## src/rtl/jk_pkg.sv

```systemverilog
// Shared JK flip-flop definitions: operation encoding and next-state rule.
package jk_pkg;

    typedef enum logic [1:0] {
        JK_HOLD   = 2'b00,
        JK_RESET  = 2'b01,
        JK_SET    = 2'b10,
        JK_TOGGLE = 2'b11
    } jk_op_t;

    function automatic logic jk_next(input logic q, input logic [1:0] op);
        logic   r;
        jk_op_t o;
        o = jk_op_t'(op);
        r = q;
        unique case (o)
            JK_HOLD:   r = q;
            JK_RESET:  r = 1'b0;
            JK_SET:    r = 1'b1;
            JK_TOGGLE: r = ~q;
        endcase
        return r;
    endfunction

endpackage

```

## src/rtl/jk_cmd_fifo.sv

```systemverilog
// Synchronous FIFO with occupancy count; head word is visible combinationally.
module jk_cmd_fifo #(
    parameter int unsigned WIDTH = 10,
    parameter int unsigned DEPTH = 4
) (
    input  logic                     clk,
    input  logic                     rst_n,
    input  logic                     push,
    input  logic [WIDTH-1:0]         wdata,
    input  logic                     pop,
    output logic [WIDTH-1:0]         rdata,
    output logic [$clog2(DEPTH):0]   count,
    output logic                     full
);

    localparam int unsigned AW = $clog2(DEPTH);

    logic [WIDTH-1:0] mem [DEPTH];
    logic [AW-1:0]    wr_ptr;
    logic [AW-1:0]    rd_ptr;
    logic             empty;
    logic             do_push;
    logic             do_pop;

    assign full    = (count == (AW + 1)'(DEPTH));
    assign empty   = (count == '0);
    // A pop never frees a slot for a push in the same cycle.
    assign do_push = push && !full;
    assign do_pop  = pop && !empty;
    assign rdata   = mem[rd_ptr];

    always_ff @(posedge clk) begin
        if (do_push) begin
            mem[wr_ptr] <= wdata;
        end
    end

    always_ff @(posedge clk or negedge rst_n) begin
        if (!rst_n) begin
            wr_ptr <= '0;
            rd_ptr <= '0;
            count  <= '0;
        end else begin
            if (do_push) begin
                wr_ptr <= wr_ptr + AW'(1);
            end
            if (do_pop) begin
                rd_ptr <= rd_ptr + AW'(1);
            end
            unique case ({do_push, do_pop})
                2'b10:   count <= count + (AW + 1)'(1);
                2'b01:   count <= count - (AW + 1)'(1);
                default: count <= count;
            endcase
        end
    end

endmodule

```

## src/rtl/jk_cmd_seq.sv

```systemverilog
// JK command sequencer: buffers {op,len} commands, plays them out on j/k and
// tracks the expected flip-flop state, flagging disagreement with q_in.
module jk_cmd_seq
    import jk_pkg::*;
#(
    parameter int unsigned DEPTH = 4,
    parameter int unsigned CNT_W = 8
) (
    input  logic             clk,
    input  logic             rst_n,
    input  logic             cmd_valid,
    output logic             cmd_ready,
    input  logic [1:0]       cmd_op,
    input  logic [CNT_W-1:0] cmd_len,
    output logic             j,
    output logic             k,
    input  logic             q_in,
    input  logic             check_en,
    output logic             busy,
    output logic             done,
    output logic             q_model,
    output logic             err
);

    localparam int unsigned AW = $clog2(DEPTH);
    localparam int unsigned FW = CNT_W + 2;

    typedef enum logic [0:0] {
        StIdle,
        StRun
    } state_t;

    state_t           state;
    logic [CNT_W-1:0] remaining;

    logic [FW-1:0]    head;
    logic [1:0]       head_op;
    logic [CNT_W-1:0] head_len;
    logic [AW:0]      fifo_count;
    logic             fifo_full;
    logic             fifo_empty;
    logic             fifo_push;
    logic             fifo_pop;
    logic             last_cycle;

    jk_cmd_fifo #(
        .WIDTH (FW),
        .DEPTH (DEPTH)
    ) u_fifo (
        .clk   (clk),
        .rst_n (rst_n),
        .push  (fifo_push),
        .wdata ({cmd_op, cmd_len}),
        .pop   (fifo_pop),
        .rdata (head),
        .count (fifo_count),
        .full  (fifo_full)
    );

    assign head_op    = head[FW-1 -: 2];
    assign head_len   = head[CNT_W-1:0];
    assign fifo_empty = (fifo_count == '0);
    assign cmd_ready  = !fifo_full;
    assign fifo_push  = cmd_valid && cmd_ready;
    assign last_cycle = (state == StRun) && (remaining == CNT_W'(1));
    assign busy       = (state == StRun) || !fifo_empty;

    // A zero-length head is left for IDLE so its done pulse stays separate.
    always_comb begin
        fifo_pop = 1'b0;
        if (!fifo_empty) begin
            if (state == StIdle) begin
                fifo_pop = 1'b1;
            end else if (last_cycle && (head_len != '0)) begin
                fifo_pop = 1'b1;
            end
        end
    end

    always_ff @(posedge clk or negedge rst_n) begin
        if (!rst_n) begin
            state     <= StIdle;
            j         <= 1'b0;
            k         <= 1'b0;
            remaining <= '0;
            done      <= 1'b0;
        end else begin
            done <= 1'b0;
            unique case (state)
                StIdle: begin
                    if (!fifo_empty) begin
                        if (head_len != '0) begin
                            {j, k}    <= head_op;
                            remaining <= head_len;
                            state     <= StRun;
                        end else begin
                            done <= 1'b1;
                        end
                    end
                end
                StRun: begin
                    if (last_cycle) begin
                        done <= 1'b1;
                        if (fifo_pop) begin
                            {j, k}    <= head_op;
                            remaining <= head_len;
                        end else begin
                            {j, k}    <= 2'b00;
                            remaining <= '0;
                            state     <= StIdle;
                        end
                    end else begin
                        remaining <= remaining - CNT_W'(1);
                    end
                end
                default: begin
                    state  <= StIdle;
                    {j, k} <= 2'b00;
                end
            endcase
        end
    end

    always_ff @(posedge clk or negedge rst_n) begin
        if (!rst_n) begin
            q_model <= 1'b0;
            err     <= 1'b0;
        end else begin
            q_model <= jk_next(q_model, {j, k});
            if (check_en && (q_in != q_model)) begin
                err <= 1'b1;
            end
        end
    end

endmodule
```

## config.mk

```make
export PLATFORM = sky130hd
export DESIGN_NAME = jk_cmd_seq
export DESIGN_NICKNAME = d
export VERILOG_FILES = /design/src/rtl/jk_pkg.sv /design/src/rtl/jk_cmd_fifo.sv /design/src/rtl/jk_cmd_seq.sv
export SDC_FILE = /design/constraint.sdc
export NUM_CORES = 1
export LEC_CHECK = 0
export CORE_MARGIN = 2
export CORE_UTILIZATION = 35
export DETAILED_ROUTE_END_ITERATION = 8
export SLEW_MARGIN = 10
export SYNTH_ARGS = -nofsm -noshare
export SYNTH_HDL_FRONTEND = slang
export SYNTH_SLANG_ARGS = --single-unit
```

## constraint.sdc

```tcl
create_clock -name clk -period 3.2 [get_ports clk]
set_input_delay 0.48 -clock clk [delete_from_list [all_inputs] [get_ports clk]]
set_output_delay 0.48 -clock clk [all_outputs]
set_load 0.01 [all_outputs]
```

Yosys cells after proc, flatten, opt, wreduce, memory -nomap -nowiden --
Memory sizes are Yosys's and may differ from the RTL's. Index checks and enable logic that the tools add are counted.
Cells by class: add/subtract/negate cells 5, bitwise logic cells 2, div/mod/pow operators 0, magnitude comparators 0, eq/ne operators 11, reductions and logical operators 15, shift-type cells 0, multiply operators 0, muxes and demuxes 31
Operator list (number):
- 2-to-1 mux 8 bit | 4
- 2-to-1 mux 1 bit | 20
- one-hot mux 8 bit (2 select lines) | 1
- equality test 8 x 1 -> 1 bit, second input constant | 1
- one-hot mux 1 bit (2 select lines) | 4
- nonzero test 8 bit | 1
- subtractor 8 x 1 -> 8 bit, second input constant | 1
- equality test 2 bit, second input constant | 3
- logical AND 1 bit | 6
- one-hot mux 3 bit (2 select lines) | 1
- adder 2 x 1 -> 2 bit, second input constant | 2
- equality test 2 x 1 -> 1 bit, second input constant | 2
- != test 2 x 1 -> 1 bit, second input constant | 2
- adder 3 x 1 -> 3 bit, second input constant | 1
- equality test 3 bit, second input constant | 1
- logical NOT 3 bit | 1
- one-hot mux 1 bit (3 select lines) | 1
- AND reduction 3 bit | 1
- subtractor 3 x 1 -> 3 bit, second input constant | 1
- logical NOT 1 bit | 2
- logical NOT 2 bit | 1
- != test 2 bit, second input constant | 1
- NOT 1 bit | 2
- AND reduction 2 bit | 1
- other kinds (3) | 3
Word-level totals: bits in read-only memories 0, memory bits (writable) 40, memories 1, register bits 21, bits in latches 0, bits of input ports 15
Memory list:
- u_fifo.mem | words 4, width 10, read ports 1, clocked after memory_dff 0, write ports 1, line jk_cmd_fifo.sv:18 | logic [WIDTH-1:0] mem [DEPTH];

Logic depth before layout (Yosys ltp) --
Gate-level depths: netlist of the first run.
depth in word-level cells 9, gate-level depth with buffers 12, gate-level depth less buffers 12

Modules after synthesis --
A second synthesis of the first run with hierarchy kept.
Unflattened totals: cells, all modules 193, area total of the unflattened synthesis 2821.5 sq um
By module, submodules not included:
- jk_cmd_fifo | area an instance 1869.3 sq um, seq. area each 1376.3 sq um, cells each 88, instances 1
- jk_cmd_seq | area an instance 952.2 sq um, seq. area each 350.3 sq um, cells each 105, instances 1

Least setup slack after synthesis of the first run --
OpenSTA, ideal clock, no wires.
path kind reg2reg, from register u_fifo.rd_ptr[0], to register u_fifo.count[1], arrival 2.662 ns, stages on the path, launching flop included 10, slack 0.455 ns, clock period less this slack 2.745 ns, buffers on the path 1, required time 3.117 ns, path through dfrtp_1 buf_6 mux4_2 or4_4 o21ai_1 a21oi_1 ha_1 inv_1 fa_1 o21ai_0
On the way: cells in the longest elaborated chain, start to end 9, elaborated cells between the ends (all ways) 11, classes of those cells eq/ne (2); mux (4); reduce/logical (4); memory (1)
RTL lines:
- from (decl) | line jk_cmd_fifo.sv:20 | logic [AW-1:0] rd_ptr;
- from (signal assigned) | line jk_cmd_fifo.sv:48 | rd_ptr <= rd_ptr + AW'(1);
- memory (4 x 10 bit) (*)
- nonzero test 8 bit (*) | line jk_cmd_seq.sv:74 | end else if (last_cycle && (head_len != '0)) begin
- logical AND 1 bit (*) | line jk_cmd_seq.sv:74
- 2-to-1 mux 1 bit (*) | line jk_cmd_seq.sv:74
- 2-to-1 mux 1 bit (*) | line jk_cmd_seq.sv:72 | if (state == StIdle) begin
- 2-to-1 mux 1 bit (*) | line jk_cmd_seq.sv:71 | if (!fifo_empty) begin
- logical AND 1 bit (*) | line jk_cmd_fifo.sv:29 | assign do_pop = pop && !empty;
- equality test 2 x 1 -> 1 bit / equality test 2 bit (equally long branches) | line jk_cmd_fifo.sv:50 | unique case ({do_push, do_pop})
- one-hot mux 3 bit (2 select lines) / nonzero test 2 bit (equally long branches)
- to (signal assigned) | line jk_cmd_fifo.sv:51 | 2'b10: count <= count + (AW + 1)'(1);
- to (signal assigned) | line jk_cmd_fifo.sv:52 | 2'b01: count <= count - (AW + 1)'(1);
- to (signal assigned) | line jk_cmd_fifo.sv:53 | default: count <= count;
- to (decl) | line jk_cmd_fifo.sv:12 | output logic [$clog2(DEPTH):0] count,
Every way passes the cells marked *; elsewhere a longest branch is shown, timed or not. A chain may end at the register's enable or synchronous reset.

Worst setup path after layout of the first run --
from register u_fifo.rd_ptr[0], to register u_fifo.count[2]
Same word-level chain as after synthesis.

==> impl_metrics.yaml, run 1 <==
layout:
  area_growth_syn_to_layout_pct: 19.3
  final_nets: 242
  layout.cells.non_filler: 326
  sequential_cell_area_um2: 1730
  antenna_cells: 0
  post_route_cells_drive_above_1_share_pct: 16.5
  finalCoreUtilization_pct: 42.5
  final.fill_count: 696
  multi_input_comb_area_um2: 906
sta:
  maxClockFrequency_mhz: 345
  transition_time_of_the_tightest_slew_check_pin_ns: 0.561
  max_slew_margin_pct: 62.6
  final-hold-violation-count: 0
  final_period_minus_worst_setup_slack_ns: 2.90
  final_count_of_negative_setup_slack_endpoints: 0
  setup_ws_ns: 0.301
  rsz0062_at_grt: "false"
  drv_slew: 0
  skew_ns: 0.00566
  setup_total_negative_slack_ns: 0
  fin_crit_sh_pct: 90.6
drt:
  remaining_antenna_violation_count: 0
  wirelength_um: 4860
  routed_via_density: 4.83
  remaining_drc_errors: 0
  detailroute.via_count: 1575
  drt-pass1-iter-count: 4
  drt_iter0_drc: 84
  final_routed_wire_length_divided_by_cell_count_um: 14.9
global_route:
  antenna_found_initial: 0
  grt_util_all_layers_pct: 12.9
  maximum_number_of_pins_on_one_net_before_global_route_repair: 22
  via_count_of_the_first_global_routing_pass: 1635
  globalRouteOverflowTotal: 0
  grt_pass1_wl_um: 8310
logic_synthesis:
  post-synth-top-area-fraction_pct: 44.1
  synth_enable_flop_cells: 40
  synth.largest_area_cell: "edfxtp_1"
  synthesized_cell_area_um2: 2720
  synth_fp_nets: 211
  synth_seq_cells: 61
  yosys_warnings: 0
  syn_avg_cell_area_um2: 14.5
  synth.top_cells.by_area: "edfxtp_1 44%, dfrtp_1 19%, mux4_2 7.4%"
  synth_async_sr_flop_share_pct: 34.4
  ys_seq_area_share_pct: 63.4
  post_synth_inst_count: 188
  synthDistinctLibCells: 43
  ys_dominant_reg_cell: "edfxtp_1"
clock_tree:
  cts.reportedPaths.clkPinSlew_ns: 0.07
  tritoncts: "done"
  clock_sink_count: 61
  clk-insertion-delay-late_ns: 0.33
  cts_root_buffer: "clkbuf_8"
  postCtsHoldBufs: 0
  cts.path.max_buffers: 2
  htree_num_levels: 3
  clock_buffer_count_from_cts: 9
power:
  final_total_power_mw: 2.76
  vdd_drop_max_uv: 488
  power.density_cell_area_nw_per_um2: 848
  p_leak_nw: 1.23
worst_setup_path:
  cpLargestDelayFamily: "simple AND/OR/NAND/NOR gates"
  setup.worst_path.end_class: "register"
  timing.critical_path.slowest_stage_cell: "or4_4"
  crit_type: "register to register"
  path_buf_inv: 2
  critPathArrivalTime_ns: 3.11
  crit_path_cell_trace: "buf_4 -> mux4_2 -> or4_4 -> o21ai_1 -> a21oi_1 -> ha_1 -> inv_1 -> fa_1 -> xor2_1 -> nor2_1 -> xor2_1"
  startpoint_type: "register"
  most_frequent_cell_on_the_critical_path: "xor2_1"
  worst_ep_required_time_ns: 3.41
  critical_path_peak_fanout: 5
  worst_path_largest_cell_delay_ns: 0.57
run:
  cap_violations: 0
placed_design:
  final_gp_congestion: 0.790
  post-place-cells: 310
  io_buffer_count: 21
  detailed_place_hpwl_um: 3380
  pre_cts_slack_ns: 0.233
floorplan:
  boundaryPins: 22
  initial_utilization_pct: 35.6
  dieWidth_um: 92.2
  floorplan.die_area_um2: 8500
  placementRows: 32
  core_area_um2: 7650
  die_h_um: 92.2
worst_hold_path:
  hold_path_class: "register to register"
outcome:
  outcome: "finished, final reports clean"
-- report_power, final --
group | leakage, nW | total (mW) | internal [mW] | switching [mW]
clock | 0.0939 | 0.656 | 0.358 | 0.297
sequential | 0.612 | 1.24 | 1.07 | 0.169
combinational | 0.526 | 0.859 | 0.420 | 0.439
-- metrics by stage --
stage | area, µm² | hold WS [ns]
floorplan | 2720 | 0.184
global placement | 3060 | 0.440
detailed placement | 3060 | 0.444
global route | 3250 | 0.475
finish | 3250 | 0.453
CTS | 3250 | 0.459
-- what timing repair did --
action,in CTS,in global routing
setup buffers,0,0
setup endpoints to repair,0,2
gates resized for setup,0,1
-- cells in the final DEF (no fill, tap or decap), types with 3 or more instances in the layout --
| master | netlist | layout |
|---|---|---|
| a211o_1 | 3 | 3 |
| inv_1 | 12 | 12 |
| nand2_1 | 11 | 11 |
| and3_1 | 6 | 6 |
| xor2_1 | 4 | 4 |
| a21o_1 | 4 | 4 |
| nor2_1 | 8 | 8 |
| ha_1 | 7 | 7 |
| clkdlybuf4s50_1 | 0 | 21 |
| xnor2_1 | 3 | 3 |
| clkbuf_8 | 0 | 9 |
| o21ai_1 | 4 | 4 |
| a21oi_1 | 5 | 5 |
| dfrtp_1 | 21 | 20 |
| o21ai_0 | 3 | 3 |
| edfxtp_1 | 40 | 40 |
| mux4_2 | 9 | 9 |
| nand3_1 | 12 | 12 |
| buf_4 | 1 | 5 |
| nor3_1 | 3 | 3 |
-- flip-flops by register name, indices dropped and copies added (netlist names) --
name           cells
err                1
u_fifo.count       3
q_model            1
u_fifo.mem        40
done               1
u_fifo.rd_ptr      2
remaining          8
state              1
k                  1
u_fifo.wr_ptr      2
j                  1
-- cell usage after synthesis, drive strengths merged (2+ instances only) --
master / count
a21oi: 5
a211o: 3
ha: 7
nor3: 4
xor2: 4
nor2: 9
buf: 3
mux4: 10
clkbuf: 3
or4: 3
o31ai: 2
and3: 6
a211oi: 2
edfxtp: 40
a21o: 4
xnor2: 3
nand2: 11
and2: 2
inv: 12
nand3: 12
o21ai: 8
dfrtp: 21
-- layout make-up --
class | count | share of cell area, %
timing repair buffer | 26 | 7.62
clock inverter | 6 | 1.96
multi-input combinational | 108 | 27.9
clock buffer | 10 | 3.93
sequential | 61 | 53.2
inverter | 13 | 1.50
tap | 102 | 3.93
-- worst paths after layout --
check	from	endpoint	slack, ns	depth (start not counted)
worst min-delay path	err	err	0.45	1
worst max register to register	u_fifo.rd_ptr[0]	u_fifo.count[2]	0.30	11
worst max-delay path	u_fifo.rd_ptr[0]	u_fifo.count[2]	0.30	11
min in group asynchronous	rst_n	u_fifo.count[0]	0.49	2
worst min register to register	err	err	0.45	1
max in group asynchronous	rst_n	u_fifo.rd_ptr[0]	2.48	2
-- cells by family after synthesis --
group | Yosys count | synth area share (%)
XOR/XNOR | 7 | 2.25
AND/OR/NAND/NOR | 51 | 9.93
AO/OA/AOI/OAI | 31 | 8.32
buffers and inverters | 19 | 3.31
adder cells (fa/ha/maj) | 8 | 3.95
multiplexers | 11 | 8.82
flip-flops | 61 | 63.4
-- routing by layer --
metal | track usage, % | up-vias | routed length (µm) | part of all wire [%]
met2 | 20.7 | 30 | 2340 | 48
li1 | - | 771 | - | -
met5 | 0 | - | 0 | 0
met3 | 4.77 | 4 | 175 | 3.6
met4 | 4.35 | 0 | 23 | 0.47
met1 | 16.3 | 770 | 2330 | 48
Note: power is estimated with default switching activity, not from simulation.
==> inputs of run 2 (changes only) <==
DONT_BUFFER_PORTS = 1   (was default)
==> impl_metrics.yaml, run 2 (synthesis gave the netlist of run 1 again) <==
outcome:
  outcome: "finished, final reports clean"
layout:
  area_growth_syn_to_layout_pct: 11.8
  layout_common_cells: "40 x edfxtp_1, 21 x dfrtp_1, 12 x inv_1, 12 x nand3_1, 11 x nand2_1"
  antenna_cells: 0
  final_nets: 220
  finalInstanceArea_um2: 3040
  max_flop_register: "u_fifo.mem"
  largest_register_ffs: 40
  post_route_cells_drive_above_1_share_pct: 16.8
  mostFrequentLayoutCell: "edfxtp_1"
  layout_top_registers: "u_fifo.mem x40, remaining x8, u_fifo.count x3"
worst_setup_path:
  timing.critical_path.slowest_stage_cell: "or4_4"
  worstSetupEndpoint: "u_fifo.count[1]"
  crit_path_cell_trace: "buf_12 -> mux4_2 -> or4_4 -> o21ai_1 -> a21oi_1 -> ha_1 -> inv_1 -> fa_1 -> o21ai_0"
  startpoint_type: "register"
  reg2reg_setup_slack_ns: 0.18
  setup.worst_path.end_class: "register"
  critPathArrivalTime_ns: 3.28
  worst_path_largest_cell_delay_ns: 0.57
  path_buf_inv: 2
  worst_reg2reg_path_startpoint: "u_fifo.rd_ptr[0]"
  critical_path_peak_fanout: 5
  reg2regPathDepth: 9
  rr_endpoint: "u_fifo.count[1]"
  cpLargestDelayFamily: "adder cells"
  critical_path_depth: 9
  worst_ep_required_time_ns: 3.47
  setup.worst_path.start: "u_fifo.rd_ptr[0]"
  crit_type: "register to register"
sta:
  maxClockFrequency_mhz: 331
  transition_time_of_the_tightest_slew_check_pin_ns: 0.965
  rsz0062_at_grt: "false"
  final_count_of_negative_setup_slack_endpoints: 0
  setup_total_negative_slack_ns: 0
  fin_crit_sh_pct: 94.3
  skew_ns: 0.00894
  drv_slew: 0
  final_period_minus_worst_setup_slack_ns: 3.02
  max_slew_margin_pct: 35.5
  final-hold-violation-count: 0
drt:
  drt_iter0_drc: 77
  detailroute.via_count: 1539
  remaining_drc_errors: 0
  routed_via_density: 5.06
  final_routed_wire_length_divided_by_cell_count_um: 16.2
  remaining_antenna_violation_count: 0
  drt-pass1-iter-count: 4
  wirelength_um: 4920
placed_design:
  detailed_place_hpwl_um: 3310
  final_gp_congestion: 0.729
  dpl-instance-area_um2: 2840
  io_buffer_count: 0
clock_tree:
  tritoncts: "done"
  clock_sink_count: 61
  cts_root_buffer: "clkbuf_8"
  clk-insertion-delay-late_ns: 0.34
  clock_buffer_count_from_cts: 9
  htree_num_levels: 3
  cts.reportedPaths.clkPinSlew_ns: 0.07
  cts.path.max_buffers: 2
worst_hold_path:
  hold_path_class: "input pin to register"
global_route:
  grt_util_all_layers_pct: 13.3
  maximum_number_of_pins_on_one_net_before_global_route_repair: 22
  grt_pass1_wl_um: 8380
  globalRouteOverflowTotal: 0
  antenna_found_initial: 0
  via_count_of_the_first_global_routing_pass: 1658
power:
  power.density_cell_area_nw_per_um2: 892
  p_leak_nw: 1.15
  vdd_drop_max_uv: 425
floorplan:
  dieWidth_um: 92.2
  floorplan.die_area_um2: 8500
  core_area_um2: 7650
  die_h_um: 92.2
  placementRows: 32
  boundaryPins: 22
  initial_utilization_pct: 35.6
run:
  cap_violations: 0
==> run 2: cell count changes in the layout (fill, tap and decap cells not counted), sizes merged <==
cell / delta
clkinvlp: +1
clkdlybuf4s50: -21
dlygate4sd3: +1
clkinv: -2
buf: -2
inv: +1
==> run 2: worst min path at each step <==
| stage | startpoint | end | slack, ns | depth (start not counted) |
|---|---|---|---|---|
| 2_1_floorplan | rst_n | done | 0.18 | 0 |
| 3_3_place_gp | rst_n | remaining[2] | 0.19 | 0 |
| 3_5_place_dp | rst_n | done | 0.19 | 0 |
| 4_1_cts | cmd_len[2] | u_fifo.mem[1][2] | 0.21 | 0 |
| 5_1_grt | cmd_op[0] | u_fifo.mem[2][8] | 0.21 | 0 |
| 6_report | cmd_op[0] | u_fifo.mem[2][8] | 0.23 | 0 |
==> run 2: power by group <==
group	internal, mW	switching [mW]
Clock	0.358	0.311
Sequential	1.07	0.176
Combinational	0.382	0.417
Total	1.81	0.904
==> run 2: worst reg2reg max path, stage by stage (launching register included) <==
cell     delay (ns)
dfrtp_1        0.50
buf_12         0.16
mux4_2         0.51
or4_4          0.57
o21ai_1        0.20
a21oi_1        0.13
ha_1           0.24
inv_1          0.08
fa_1           0.40
o21ai_0        0.15
==> run 2: routing by layer <==
layer  track usage [%]  up-vias  routed length [µm]
met5                 0        -                   0
met4              5.35        0                  87
met3              6.90        6                 341
met2              20.8       41                2380
met1              15.6      760                2120
li1                  -      732                   -
==> run 2: layout make-up <==
type / instances / area, µm²
multi-input cells: 108 / 906
fillers: 710 / 4600
clock inverters: 6 / 62.6
flip-flops and latches: 61 / 1730
repair buffers: 4 / 45.0
well taps: 102 / 128
clock buffers: 10 / 128
inverters: 13 / 48.8
==> run 2: per-stage QoR <==
step | utilization [%] | hold WS, ns | setup slack, ns | std cells | power (mW)
3_3_place_gp | 37.2 | 0.185 | 0.275 | 287 | 2.05
3_5_place_dp | 37.2 | 0.185 | 0.145 | 287 | 2.07
2_1_floorplan | - | 0.184 | 0.455 | 188 | 1.87
6_report | 39.8 | 0.225 | 0.183 | 304 | 2.72
5_1_grt | 39.8 | 0.206 | 0.00952 | 304 | 2.92
4_1_cts | 39.8 | 0.215 | 0.147 | 304 | 2.75
==> run 2: repair_timing <==
item                                   CTS  global route
gates resized for setup                  0             0
hold buffers                             1             0
endpoints found under the hold margin   21             0
setup buffers                            0             0
